## src/rtl/flash_line_arbiter_if.sv

```systemverilog
// Fill-request and flash-reader bus for flash_line_arbiter.
// slave = arbiter side, master = requesters plus flash reader.
interface flash_line_arbiter_if #(
  parameter int LINE_SIZE = 128
);
  logic                 req0;
  logic                 req1;
  logic [23:0]          addr0;
  logic [23:0]          addr1;
  logic                 done0;
  logic                 done1;
  logic [LINE_SIZE-1:0] line;
  logic                 err;
  logic                 busy;
  logic                 fr_rd;
  logic [23:0]          fr_addr;
  logic                 fr_done;
  logic [LINE_SIZE-1:0] fr_line;

  modport master (
    output req0, req1, addr0, addr1,
    output fr_done, fr_line,
    input  done0, done1, line, err, busy,
    input  fr_rd, fr_addr
  );

  modport slave (
    input  req0, req1, addr0, addr1,
    input  fr_done, fr_line,
    output done0, done1, line, err, busy,
    output fr_rd, fr_addr
  );
endinterface

```

## src/rtl/flash_line_arbiter.sv

```systemverilog
// Round-robin line-fill arbiter in front of the flash line reader,
// with same-line merging and a WAIT watchdog.
module flash_line_arbiter #(
  parameter int LINE_SIZE = 128,
  parameter int TIMEOUT   = 256
) (
  input  logic               clk,
  input  logic               rst,
  flash_line_arbiter_if.slave bus
);
  localparam int OFS = $clog2(LINE_SIZE / 8);
  localparam int TW  = $clog2(TIMEOUT);

  typedef enum logic [1:0] {
    S_IDLE,
    S_ISSUE,
    S_WAIT,
    S_RESP
  } state_t;

  state_t               r_state;
  logic                 r_lp;
  logic [1:0]           r_owner;
  logic [23:0]          r_fr_addr;
  logic [LINE_SIZE-1:0] r_line;
  logic                 r_err;
  logic [TW-1:0]        r_timer;

  logic                 w_any;
  logic                 w_both;
  logic                 w_win;
  logic                 w_match;
  logic [23-OFS:0]      w_tag0;
  logic [23-OFS:0]      w_tag1;
  logic [23-OFS:0]      w_tagw;
  logic [1:0]           w_own;

  assign w_tag0  = bus.addr0[23:OFS];
  assign w_tag1  = bus.addr1[23:OFS];
  assign w_any   = bus.req0 | bus.req1;
  assign w_both  = bus.req0 & bus.req1;
  // On a tie the port not granted last time wins
  assign w_win   = w_both ? ~r_lp : bus.req1;
  assign w_tagw  = w_win ? w_tag1 : w_tag0;
  assign w_match = w_tag0 == w_tag1;
  assign w_own   = (w_both && w_match) ? 2'b11
                 : (w_win ? 2'b10 : 2'b01);

  always_ff @(posedge clk) begin
    if (rst) begin
      r_state   <= S_IDLE;
      r_lp      <= 1'b1;
      r_owner   <= 2'b00;
      r_fr_addr <= '0;
      r_line    <= '0;
      r_err     <= 1'b0;
      r_timer   <= '0;
    end else begin
      unique case (r_state)
        S_IDLE: begin
          if (w_any) begin
            r_fr_addr <= {w_tagw, {OFS{1'b0}}};
            r_owner   <= w_own;
            r_lp      <= w_win;
            r_state   <= S_ISSUE;
          end
        end
        S_ISSUE: begin
          r_timer <= '0;
          r_state <= S_WAIT;
        end
        S_WAIT: begin
          if (bus.fr_done) begin
            r_line  <= bus.fr_line;
            r_err   <= 1'b0;
            r_state <= S_RESP;
          end else if (r_timer == TW'(TIMEOUT - 1)) begin
            r_err   <= 1'b1;
            r_state <= S_RESP;
          end else begin
            r_timer <= r_timer + 1'b1;
          end
        end
        S_RESP: begin
          r_owner <= 2'b00;
          r_state <= S_IDLE;
        end
        default: r_state <= S_IDLE;
      endcase
    end
  end

  assign bus.done0   = (r_state == S_RESP) & r_owner[0];
  assign bus.done1   = (r_state == S_RESP) & r_owner[1];
  assign bus.fr_rd   = r_state == S_ISSUE;
  assign bus.busy    = r_state != S_IDLE;
  assign bus.fr_addr = r_fr_addr;
  assign bus.line    = r_line;
  assign bus.err     = r_err;
endmodule

```

## src/flat_wrapper.sv

```systemverilog
// flat-port wrapper written by rule: the top's interface ports become plain ports
module flash_line_arbiter_flat 
#(
  parameter int LINE_SIZE = 128,
  parameter int TIMEOUT   = 256
)
  (clk, rst, bus_req0, bus_req1, bus_addr0, bus_addr1, bus_fr_done, bus_fr_line, bus_done0, bus_done1, bus_line, bus_err, bus_busy, bus_fr_rd, bus_fr_addr);
  flash_line_arbiter_if #(.LINE_SIZE(LINE_SIZE)) bus_i ();
  input  logic clk;
  input  logic rst;
  input wire logic [$bits(bus_i.req0)-1:0] bus_req0;
  input wire logic [$bits(bus_i.req1)-1:0] bus_req1;
  input wire logic [$bits(bus_i.addr0)-1:0] bus_addr0;
  input wire logic [$bits(bus_i.addr1)-1:0] bus_addr1;
  input wire logic [$bits(bus_i.fr_done)-1:0] bus_fr_done;
  input wire logic [$bits(bus_i.fr_line)-1:0] bus_fr_line;
  output wire logic [$bits(bus_i.done0)-1:0] bus_done0;
  output wire logic [$bits(bus_i.done1)-1:0] bus_done1;
  output wire logic [$bits(bus_i.line)-1:0] bus_line;
  output wire logic [$bits(bus_i.err)-1:0] bus_err;
  output wire logic [$bits(bus_i.busy)-1:0] bus_busy;
  output wire logic [$bits(bus_i.fr_rd)-1:0] bus_fr_rd;
  output wire logic [$bits(bus_i.fr_addr)-1:0] bus_fr_addr;
  assign bus_i.req0 = bus_req0;
  assign bus_i.req1 = bus_req1;
  assign bus_i.addr0 = bus_addr0;
  assign bus_i.addr1 = bus_addr1;
  assign bus_i.fr_done = bus_fr_done;
  assign bus_i.fr_line = bus_fr_line;
  assign bus_done0 = bus_i.done0;
  assign bus_done1 = bus_i.done1;
  assign bus_line = bus_i.line;
  assign bus_err = bus_i.err;
  assign bus_busy = bus_i.busy;
  assign bus_fr_rd = bus_i.fr_rd;
  assign bus_fr_addr = bus_i.fr_addr;
  flash_line_arbiter #(.LINE_SIZE(LINE_SIZE), .TIMEOUT(TIMEOUT)) u_core (.clk(clk), .rst(rst), .bus(bus_i));
endmodule
```

## config.mk

```make
export PLATFORM = sky130hd
export DESIGN_NAME = flash_line_arbiter_flat
export DESIGN_NICKNAME = d
export VERILOG_FILES = /design/src/rtl/flash_line_arbiter_if.sv /design/src/rtl/flash_line_arbiter.sv /design/src/flat_wrapper.sv
export SDC_FILE = /design/constraint.sdc
export NUM_CORES = 1
export LEC_CHECK = 0
export ABC_AREA = 1
export BUFFER_PORTS_ARGS = -buffer_cell sky130_fd_sc_hd__buf_2
export CAP_MARGIN = 20
export CORE_MARGIN = 5
export CORE_UTILIZATION = 40
export CTS_BUF_LIST = sky130_fd_sc_hd__clkbuf_4 sky130_fd_sc_hd__clkbuf_8
export DETAILED_ROUTE_END_ITERATION = 10
export GPL_ROUTABILITY_DRIVEN = 0
export PLACE_DENSITY_LB_ADDON = 0.1
export SETUP_SLACK_MARGIN = 0.2
export SLEW_MARGIN = 30
export SYNTH_ARGS = -nofsm -noshare
export SYNTH_HDL_FRONTEND = slang
export SYNTH_SLANG_ARGS = --single-unit
```

## constraint.sdc

```tcl
create_clock -name clk -period 2.7 [get_ports clk]
set_input_delay 0.135 -clock clk [delete_from_list [all_inputs] [get_ports clk]]
set_output_delay 0.135 -clock clk [all_outputs]
set_load 0.02 [all_outputs]
```

==> results.txt <==
----------------------------------------------------
[Drt]
  DRC viols ... 0
  DRT Pass-1 Iters ... 4
  First DRT Iteration DRCs ... 318
  Antenna-violating nets left ... 0
  Wire per inst ... between 10 and 15 um
  Detailed Route WL ... approximately 22000 um
  Routed vias ... 7195
  Vias per std cell ... ~4.5

[Clock network]
  Number of H-tree levels ... 4
  Root buffer selected by CTS ... sky130_fd_sc_hd__clkbuf_8
  Clock insertion delay at the later pin of the skew report ... between 400 and 500 ps
  Total CTS buffers ... 17
  Post-CTS Repair Setup Buffers ... 0
  Clock-pin slew reported for the worst setup and hold paths after clock tree synthesis ... around 90 ps
  Sink count of the clock tree ... about 160
  CTS Buffer Depth ... 2
  Clock tree from TritonCTS ... yes

[Outcome]
  Run status ... finished, final reports clean

[Place]
  Post-placement worst setup slack ... approximately 1000 ps
  Total of buffers placed on input and output ports ... 325
  Total instance count after detailed placement ... ~1.4k
  HPWL after DPL ... 14100 um

[Pwr]
  Total leakage power ... just over 5 nW
  Power share of the sequential group ... 0.384
  Peak supply drop ... 434 uV
  Share of power burned in the clock network ... 0.233
  Power Internal ... between 5 and 6 mW
  Part of the power in combinational logic ... 0.383
  Power density over the cells ... ~800 nW/um2
  Switching power total ... ~3.1 mW
  Net Sw Frac ... 0.381

[Critical path]
  Peak fanout along the critical path ... 22
  Kind of end point of the critical path ... flip-flop
  Largest incremental delay on the critical path ... between 500 and 600 ps
  Required time reported for the critical path endpoint ... just over 3000 ps
  Worst-path cell chain ... a21oi_1 -> buf_4 -> inv_1 -> nand2_1 -> a31oi_1 -> dlygate4sd3_1
  Critical path type ... flip-flop to flip-flop
  CP max stage cell ... sky130_fd_sc_hd__dlygate4sd3_1
  Critical path launch point type ... flip-flop
  Data arrival time of the critical path ... 2570 ps

[Yosys]
  Share of the yosys chip area belonging to registers ... 0.511
  Mapped Cells ... a little under 900
  Synthesis-stage register bit count ... between 150 and 200
  Warnings from Yosys ... 0
  Post-synthesis average cell area ... about 7.2 um2
  Post-synthesis cell type count ... 23
  Post-synthesis instance area ... roughly 6300 um2

[Floorplan]
  Ports placed on the boundary ... ~340
  Floorplan die width ... between 100 and 150 um
  Cell Rows ... 46
  Die area ... 18500 um2
  Floorplan Core Area ... about 16000 um2
  Initial standard-cell utilization of the core ... 0.404
  Chip height ... roughly 140 um

[STA]
  Worst clock skew ... around 18 ps
  Fin worst setup slack ... roughly 530 ps
  Max_slew headroom ... 0.514
  Count of final hold-check violations ... 0
  Achievable clock frequency ... 461 MHz
  Period Utilization, post-route ... 0.803
  Final setup violation count ... 0
  Clock period minus worst slack ... between 2000 and 2500 ps
  Count of pins over their slew limit ... 0
  Actual slew at the worst max-slew pin ... roughly 730 ps
  Total negative slack for setup checks ... 0 ps
  RSZ-0062 raised after global routing ... no

[Cells and area]
  Nets ... between 1.5k and 2k
  Final cell count without fillers ... 1582
  Leading cell types in the layout, fill and taps excluded ... 325 x sky130_fd_sc_hd__buf_2, 290 x sky130_fd_sc_hd__nor2_1, 169 x sky130_fd_sc_hd__dlygate4sd3_1
  Commonest non-fill, non-tap cell in the layout ... sky130_fd_sc_hd__buf_2
  Fraction of layout cells with a size suffix above 1 ... 0.280
  Area Overhead vs Synth ... 61.8%

[Global routing]
  Initial antenna violation count ... 0
  Vias in the first global route ... about 7.0k
  Total grt overflow ... 0
  Wire length of the first global-routing pass ... around 34000 um
  Pin count of the biggest net entering global routing ... roughly 130
  Total track usage ... 0.229

[Worst hold path]
  Worst Hold Class ... primary input to flip-flop

[Run]
  Max-capacitance violation count ... 0

----------------------------------------------------
## synthesized netlist by cell type, drive strengths merged
cell,count,area [um2]
a21oi,12,67.6
a31oi,20,125
buf,18,100
clkbuf,38,143
conb,1,3.75
dfxtp,162,3240
ha,5,62.6
inv,50,188
nand2,117,457
nand3,8,50.1
nand3b,1,7.51
nor2,290,1090
nor3,2,15.0
o21ai,156,781
xnor2,2,17.5
## state kept, by name, summed over array words and instances (netlist names)
name,cells
u_core.r_state,2
u_core.r_owner,2
u_core.r_timer,8
u_core.bus.fr_addr,20
u_core.bus.err,1
u_core.r_lp,1
u_core.bus.line,128
## timing repair
item                      CTS  global route
hold endpoints to repair  152             0
gates resized for setup     0             0
hold buffers              169             0
## worst max-delay path: cells and delay by family (launching register included)
kind                   cells  cell delay [ps]
buffers and inverters      3             1350
flip-flops                 1              350
AO/OA/AOI/OAI              2              280
AND/OR/NAND/NOR            1              130
## final cells by class
| cell class | count | area, um2 |
|---|---|---|
| diodes | 1 | 2.50 |
| inverters | 50 | 191 |
| well taps | 216 | 270 |
| flip-flops and latches | 162 | 3240 |
| fillers | 1385 | 5440 |
| clock buffers | 19 | 255 |
| multi-input cells | 617 | 2690 |
| clock inverters | 13 | 173 |
| repair buffers | 504 | 3440 |
## power by group through the flow
stage          clock, mW  combinational, mW  sequential [mW]
2_1_floorplan          0               1.22             3.80
3_3_place_gp           0               2.79             3.19
3_5_place_dp           0               2.81             3.20
4_1_cts             1.97               3.13             3.15
5_1_grt             2.07               3.46             3.22
6_report            1.91               3.14             3.16
## stage by stage
| stage | utilization | cell area, um2 | hold slack [ps] | power [mW] |
|---|---|---|---|---|
| 3_5_place_dp | 0.519 | 8150 | 387 | 6.01 |
| 4_1_cts | 0.654 | 10300 | 141 | 8.25 |
| 2_1_floorplan | - | 6360 | 204 | 5.02 |
| 6_report | 0.654 | 10300 | 171 | 8.21 |
| 5_1_grt | 0.654 | 10300 | 177 | 8.75 |
| 3_3_place_gp | 0.519 | 8150 | 379 | 5.97 |
## routing by layer
layer,global-route usage,up-vias,part of all wire
li1,-,3727,-
met1,0.255,3156,0.40
met2,0.394,266,0.47
met3,0.0825,46,0.099
met4,0.0963,0,0.032
met5,0,-,0
## path summary, 6_finish.rpt
path	to	slack (ps)	cells after the start	from
min reg2reg	u_core.r_owner[1]	470	2	u_core.r_owner[1]
max	u_core.bus.fr_addr[10]	530	6	u_core.r_lp
min	u_core.r_timer[1]	170	6	bus_fr_done
max reg2reg	u_core.bus.fr_addr[10]	530	6	u_core.r_lp
## cell families (layout without fill, tap and decap cells)
family / count (synthesis) / in the layout / share of synthesized area
buffers and inverters: 106 / 586 / 0.0678
AOI/OAI and AO/OA: 188 / 188 / 0.153
other: 1 / 5 / 0.000591
xor gates and xnor gates: 2 / 2 / 0.00276
and+or+nand+nor: 418 / 418 / 0.255
DFF: 162 / 162 / 0.511
adders and majority gates: 5 / 5 / 0.00985
Power figures use the tool's default switching activity.
